$ cat config.mk
export PLATFORM = sky130hd
export DESIGN_NAME = imm_extend_pipe
export DESIGN_NICKNAME = d
export VERILOG_FILES = /design/src/rtl/imm_extend_pipe.sv
export SDC_FILE = /design/constraint.sdc
export NUM_CORES = 1
export LEC_CHECK = 0
export BUFFER_PORTS_ARGS = -buffer_cell sky130_fd_sc_hd__buf_2
export CORE_ASPECT_RATIO = 0.75
export CORE_MARGIN = 10
export CORE_UTILIZATION = 45
export DETAILED_ROUTE_END_ITERATION = 8
export PLACE_DENSITY = 0.64
export SETUP_SLACK_MARGIN = 0.05
export SLEW_MARGIN = 5
export SYNTH_ARGS = -nofsm -noshare
export SYNTH_HDL_FRONTEND = slang
export SYNTH_SLANG_ARGS = --single-unit
$ cat constraint.sdc
create_clock -name clk -period 2.6 [get_ports clk]
set_input_delay 0.13 -clock clk [delete_from_list [all_inputs] [get_ports clk]]
set_output_delay 0.13 -clock clk [all_outputs]
set_load 0.02 [all_outputs]
$ cat src/rtl/imm_extend_pipe.sv
// imm_extend_pipe: pipelined immediate-extension unit.
// Extends an IN_WIDTH immediate to OUT_WIDTH (sign / zero / upper / shift2)
// behind a registered valid/ready output stage with a one-entry skid buffer.
// The registers are cleared by asynchronous active-high reset. flush
// synchronously drops every held entry.
// Optional feature macro: IMM_EXT_SHIFT2_EN. When it is defined, mode 2'b11 is
// the sign-extended immediate shifted left by two (branch byte offset).
// Otherwise mode 2'b11 aliases sign extension and no shifter is built.
module imm_extend_pipe #(
    parameter int IN_WIDTH  = 16,
    parameter int OUT_WIDTH = 32
) (
    input  logic                 clk,
    input  logic                 reset,
    input  logic                 flush,
    input  logic                 in_valid,
    output logic                 in_ready,
    input  logic [IN_WIDTH-1:0]  in_imm,
    input  logic [1:0]           in_mode,
    output logic                 out_valid,
    input  logic                 out_ready,
    output logic [OUT_WIDTH-1:0] out_imm
);

    localparam int EXT_W = OUT_WIDTH - IN_WIDTH;

    // Extension function, applied to the input side only
    function automatic logic [OUT_WIDTH-1:0] ext(input logic [IN_WIDTH-1:0] imm,
                                                 input logic [1:0]          mode);
        logic [OUT_WIDTH-1:0] sext_v;
        sext_v = {{EXT_W{imm[IN_WIDTH-1]}}, imm};
        case (mode)
            2'b00:   ext = sext_v;
            2'b01:   ext = {{EXT_W{1'b0}}, imm};
            2'b10:   ext = {imm, {EXT_W{1'b0}}};
`ifdef IMM_EXT_SHIFT2_EN
            2'b11:   ext = sext_v << 2;
`else
            2'b11:   ext = sext_v;
`endif
            default: ext = sext_v;
        endcase
    endfunction

    logic                 out_valid_r;
    logic                 skid_valid_r;
    logic                 in_ready_r;
    logic [OUT_WIDTH-1:0] out_imm_r;
    logic [OUT_WIDTH-1:0] skid_imm_r;

    logic                 accept_s;
    logic [OUT_WIDTH-1:0] ext_s;
    logic                 nxt_out_valid_s;
    logic                 nxt_skid_valid_s;
    logic                 load_out_s;
    logic                 out_from_skid_s;
    logic                 load_skid_s;

    // in_ready comes straight from a register, so out_ready never reaches it combinationally
    assign accept_s = in_valid && in_ready_r;
    assign ext_s    = ext(in_imm, in_mode);

    // Next-state and load-enable decode over the {out_valid, skid_valid} state
    always_comb begin
        nxt_out_valid_s  = out_valid_r;
        nxt_skid_valid_s = skid_valid_r;
        load_out_s       = 1'b0;
        out_from_skid_s  = 1'b0;
        load_skid_s      = 1'b0;
        if (flush) begin
            // flush beats any transfer: valids drop, data registers keep their contents
            nxt_out_valid_s  = 1'b0;
            nxt_skid_valid_s = 1'b0;
        end else begin
            case ({out_valid_r, skid_valid_r})
                2'b00: begin
                    if (accept_s) begin
                        nxt_out_valid_s = 1'b1;
                        load_out_s      = 1'b1;
                    end else begin
                        nxt_out_valid_s = 1'b0;
                    end
                end
                2'b10: begin
                    if (out_ready && accept_s) begin
                        load_out_s = 1'b1;
                    end else if (out_ready) begin
                        nxt_out_valid_s = 1'b0;
                    end else if (accept_s) begin
                        nxt_skid_valid_s = 1'b1;
                        load_skid_s      = 1'b1;
                    end else begin
                        nxt_out_valid_s = 1'b1;
                    end
                end
                2'b11: begin
                    if (out_ready) begin
                        nxt_skid_valid_s = 1'b0;
                        load_out_s       = 1'b1;
                        out_from_skid_s  = 1'b1;
                    end else begin
                        nxt_skid_valid_s = 1'b1;
                    end
                end
                default: begin
                    // skid valid without output valid cannot occur; recover to empty
                    nxt_out_valid_s  = 1'b0;
                    nxt_skid_valid_s = 1'b0;
                end
            endcase
        end
    end

    // State register: both valid flags plus the registered in_ready
    always_ff @(posedge clk or posedge reset) begin
        if (reset) begin
            out_valid_r  <= 1'b0;
            skid_valid_r <= 1'b0;
            in_ready_r   <= 1'b1;
        end else begin
            out_valid_r  <= nxt_out_valid_s;
            skid_valid_r <= nxt_skid_valid_s;
            in_ready_r   <= !nxt_skid_valid_s;
        end
    end

    // Data registers: output stage and skid entry load only on their enables
    always_ff @(posedge clk or posedge reset) begin
        if (reset) begin
            out_imm_r  <= {OUT_WIDTH{1'b0}};
            skid_imm_r <= {OUT_WIDTH{1'b0}};
        end else begin
            if (load_out_s) begin
                out_imm_r <= out_from_skid_s ? skid_imm_r : ext_s;
            end
            if (load_skid_s) begin
                skid_imm_r <= ext_s;
            end
        end
    end

    // Output drive: every port is a plain register copy
    always_comb begin
        out_valid = out_valid_r;
        in_ready  = in_ready_r;
        out_imm   = out_imm_r;
    end

endmodule

==> metrics.md <==
| Metric | Value |
|---|---|
| Status | finished clean |
| Largest net degree at the start of global routing | 38 |
| Die Width | 124 µm |
| Post-cts resize count | 0 |
| Area Overhead vs Synth | 12.6% |
| HPWL Detailed | 5.78 mm |
| Clk_lat worst skew | 0.35 ns |
| CP Launch Type | input pin |
| Vias in the first global route | 2643 |
| Root Driver | clkbuf_8 |
| Hold_sp | in_imm[15] |
| Power density over the cells | approximately 700 mW/mm² |
| Worst Path Max Fanout | 24 |
| Fill count | around 740 |
| Setup_tns | 0 ns |
| Cell count after synthesis | 297 |
| Post-synthesis cell type count | 32 |
| Synthesis Warnings | 0 |
| Max Root-Sink Buffers | 2 |
| Pre-CTS setup slack | 0.661 ns |
| Syn Area/Cell | 12.4 µm² |
| Detailed Routing Iterations Pass 1 | 4 |
| Rows | 28 |
| Layout cell share with drive strength beyond 1 | 34.7% |
| Overflow left after global routing | 0 |
| DR DRC count | 0 |
| Final Hold Viols | 0 |
| Die Area | 0.0122 mm² |
| Slew of the pin with the lowest slew margin | 1.02 ns |
| Number of buffers created by CTS | 9 |
| Post-layout min period | 1.88 ns |
| DR WL/cell | roughly 19 µm |
| Port bufs | 56 |
| Final worst-path cycle share | 72.4% |
| Final GP Congestion | between 0.7 and 0.8 |
| Vias/cell | 5.48 |
| Final #Nets | 369 |
| Core ar. | 0.00792 mm² |
| CTS clk-pin slew, worst paths | 0.07 ns |
| Max Fclk | around 530 MHz |
| Clk_skew | 0.00977 ns |
| Detailed Route WL | between 8 and 9 mm |
| CTS tree | done |
| Slew HR | about a third |
| DIE HEIGHT | 98.3 µm |
| CP Data Arrival Time | ~2.1 ns |
| Antenna Cells | 0 |
| Crit end category | flip-flop |
| Initial drt markers | 127 |
| Post-synthesis register bit count | 67 |
| Final Max Tran Viols | 0 |
| Io pins | 57 |
| Vias | 2486 |
| Antenna Nets Post-Route | 0 |
| CP Launch Point | flush |
| First-pass GRT wire length | 14.2 mm |
| Seq/Total Area, Yosys | 45.6% |
| GRT Resource Usage Total | 14.2% |
| Worst vdd ir | slightly above 500 µV |
| P_leak | 1.90 nW |
| Fin worst setup slack | a little over 0.7 ns |
| R2R Path Start | out_valid |
| Register Area | about 0.0017 mm² |
| Multi-input gate area in the final layout | 0.00175 mm² |
| Tot Pwr | 2.90 mW |
| RSZ-0062 raised after global routing | no |
| Initial antenna violation count | 0 |
| Num Clock Sinks | 67 |
| CTS H-tree depth | 3 |
| Worst EP required | approximately 2.8 ns |
| Starting Density | a little under half |
| Final setup viols | 0 |
| Max Cap Viol | 0 |
| Synthesized net count | 322 |
| HP Class | input pin to flip-flop |
| Crit Path Class | input pin to flip-flop |
| Post-Syn Area | 0.00368 mm² |
repair_timing:
item	4_1_cts	5_1_grt
endpoints found under the hold margin	30	0
setup buffers	0	0
hold buffers	2	0
power breakdown:
part | internal, mW | switching (mW) | total, mW
Sequential | 1.26 | 0.113 | 1.38
Clock | 0.369 | 0.389 | 0.758
Combinational | 0.348 | 0.416 | 0.764
state kept, by name, summed over array words and instances, names as in the netlist:
| signal | count |
|---|---|
| out_imm | 32 |
| in_ready | 1 |
| skid_valid_r | 1 |
| out_valid | 1 |
| skid_imm_r | 32 |
logic make-up (layout without fill, tap and decap cells):
kind of cell / Yosys count / after routing / synth area share (%)
AOI/OAI and AO/OA: 83 / 83 / 20.4
buffers and inverters: 40 / 92 / 6.84
DFF: 67 / 67 / 45.6
muxes: 64 / 64 / 20.9
and+or+nand+nor: 41 / 41 / 5.51
adders and majority gates: 2 / 2 / 0.681
routing by layer:
metal	GRT usage [%]	wire length (µm)
met1	19.2	4150
met2	21.4	3850
met3	4.97	369
met4	3.22	76
met5	0	0
through the flow:
step	instance area [µm²]	cells	hold WS (ns)	util (%)
final	4140	454	0.0984	52.3
after global routing	4140	454	0.0775	52.3
after detailed placement	3960	436	0.282	50.0
after global placement	3960	436	0.278	50.0
after floorplan	3680	297	0.193	-
after CTS	4140	454	0.0856	52.3
synth_stat cells:
master     number  area (µm²)
ha_1            2        25.0
a31oi_1         6        37.5
mux2_4         13         195
buf_1           2        7.51
mux2i_1         1        10.0
and4b_1         1        10.0
nor3b_1         1        7.51
dfstp_2         1        26.3
buf_12          3        60.1
and4_4          1        11.3
a21oi_1        16        80.1
nor2b_1         1        6.26
buf_2           3        15.0
o21a_1         16         120
clkbuf_1       16        60.1
nand2b_1        2        12.5
a21o_1          1        7.51
a41oi_1        16         140
mux2_2         14         158
buf_6           5        56.3
buf_4           3        22.5
dfrtp_1        66        1650
nand3b_1        1        7.51
o21ai_0         1        5.00
a31oi_4        10         213
o211ai_1        1        7.51
nand2_1        33         124
inv_1           8        30.0
mux2_1         36         405
nand4b_4        1        23.8
a211o_1        15         131
o2111ai_1       1        8.76
critical path: stages:
cell	delay [ns]
dlygate4sd3_1	0.53
buf_2	0.15
inv_1	0.05
buf_4	0.21
and4_4	0.55
buf_4	0.35
a31oi_4	0.11
final timing paths:
check / endpoint / slack (ns) / cells past startpoint
hold reg to reg: skid_imm_r[6] / 0.48 / 1
min in group asynchronous: out_imm[2] / 0.43 / 3
hold / removal: skid_imm_r[31] / 0.1 / 3
max in group asynchronous: out_imm[28] / 1.53 / 4
setup reg to reg: skid_imm_r[30] / 0.74 / 4
setup / recovery: out_imm[20] / 0.72 / 7
cell usage in the layout (no fill, tap or decap):
master and count:
ha_1 2, o211ai_1 1, buf_2 56, buf_4 9
o21ai_0 1, a211o_1 15, nor2b_2 1, clkbuf_8 10
nand4b_4 1, buf_12 1, a31oi_4 10, dlygate4sd3_1 2
mux2_4 13, o2111ai_1 1, clkbuf_1 3, nand3b_1 1
nor3b_1 1, clkinv_2 3, dfrtp_1 66, a41oi_1 16
o21a_1 16, and4_4 1, mux2i_1 1, a21oi_1 16
mux2_1 36, nand2_1 33, mux2_2 14, a31oi_1 6
a21o_1 1, inv_2 1, inv_1 7, and4b_1 1
dfstp_2 1, nand2b_1 2
cell type report:
class                      count  area share [%]
multi-input combinational    190            42.2
sequential                    67            40.5
timing repair buffer          68            9.37
clock buffer                  13            3.60
tap                          105            3.17
inverter                       8           0.725
clock inverter                 3           0.363
No activity file was read; power rests on OpenSTA's default activity.
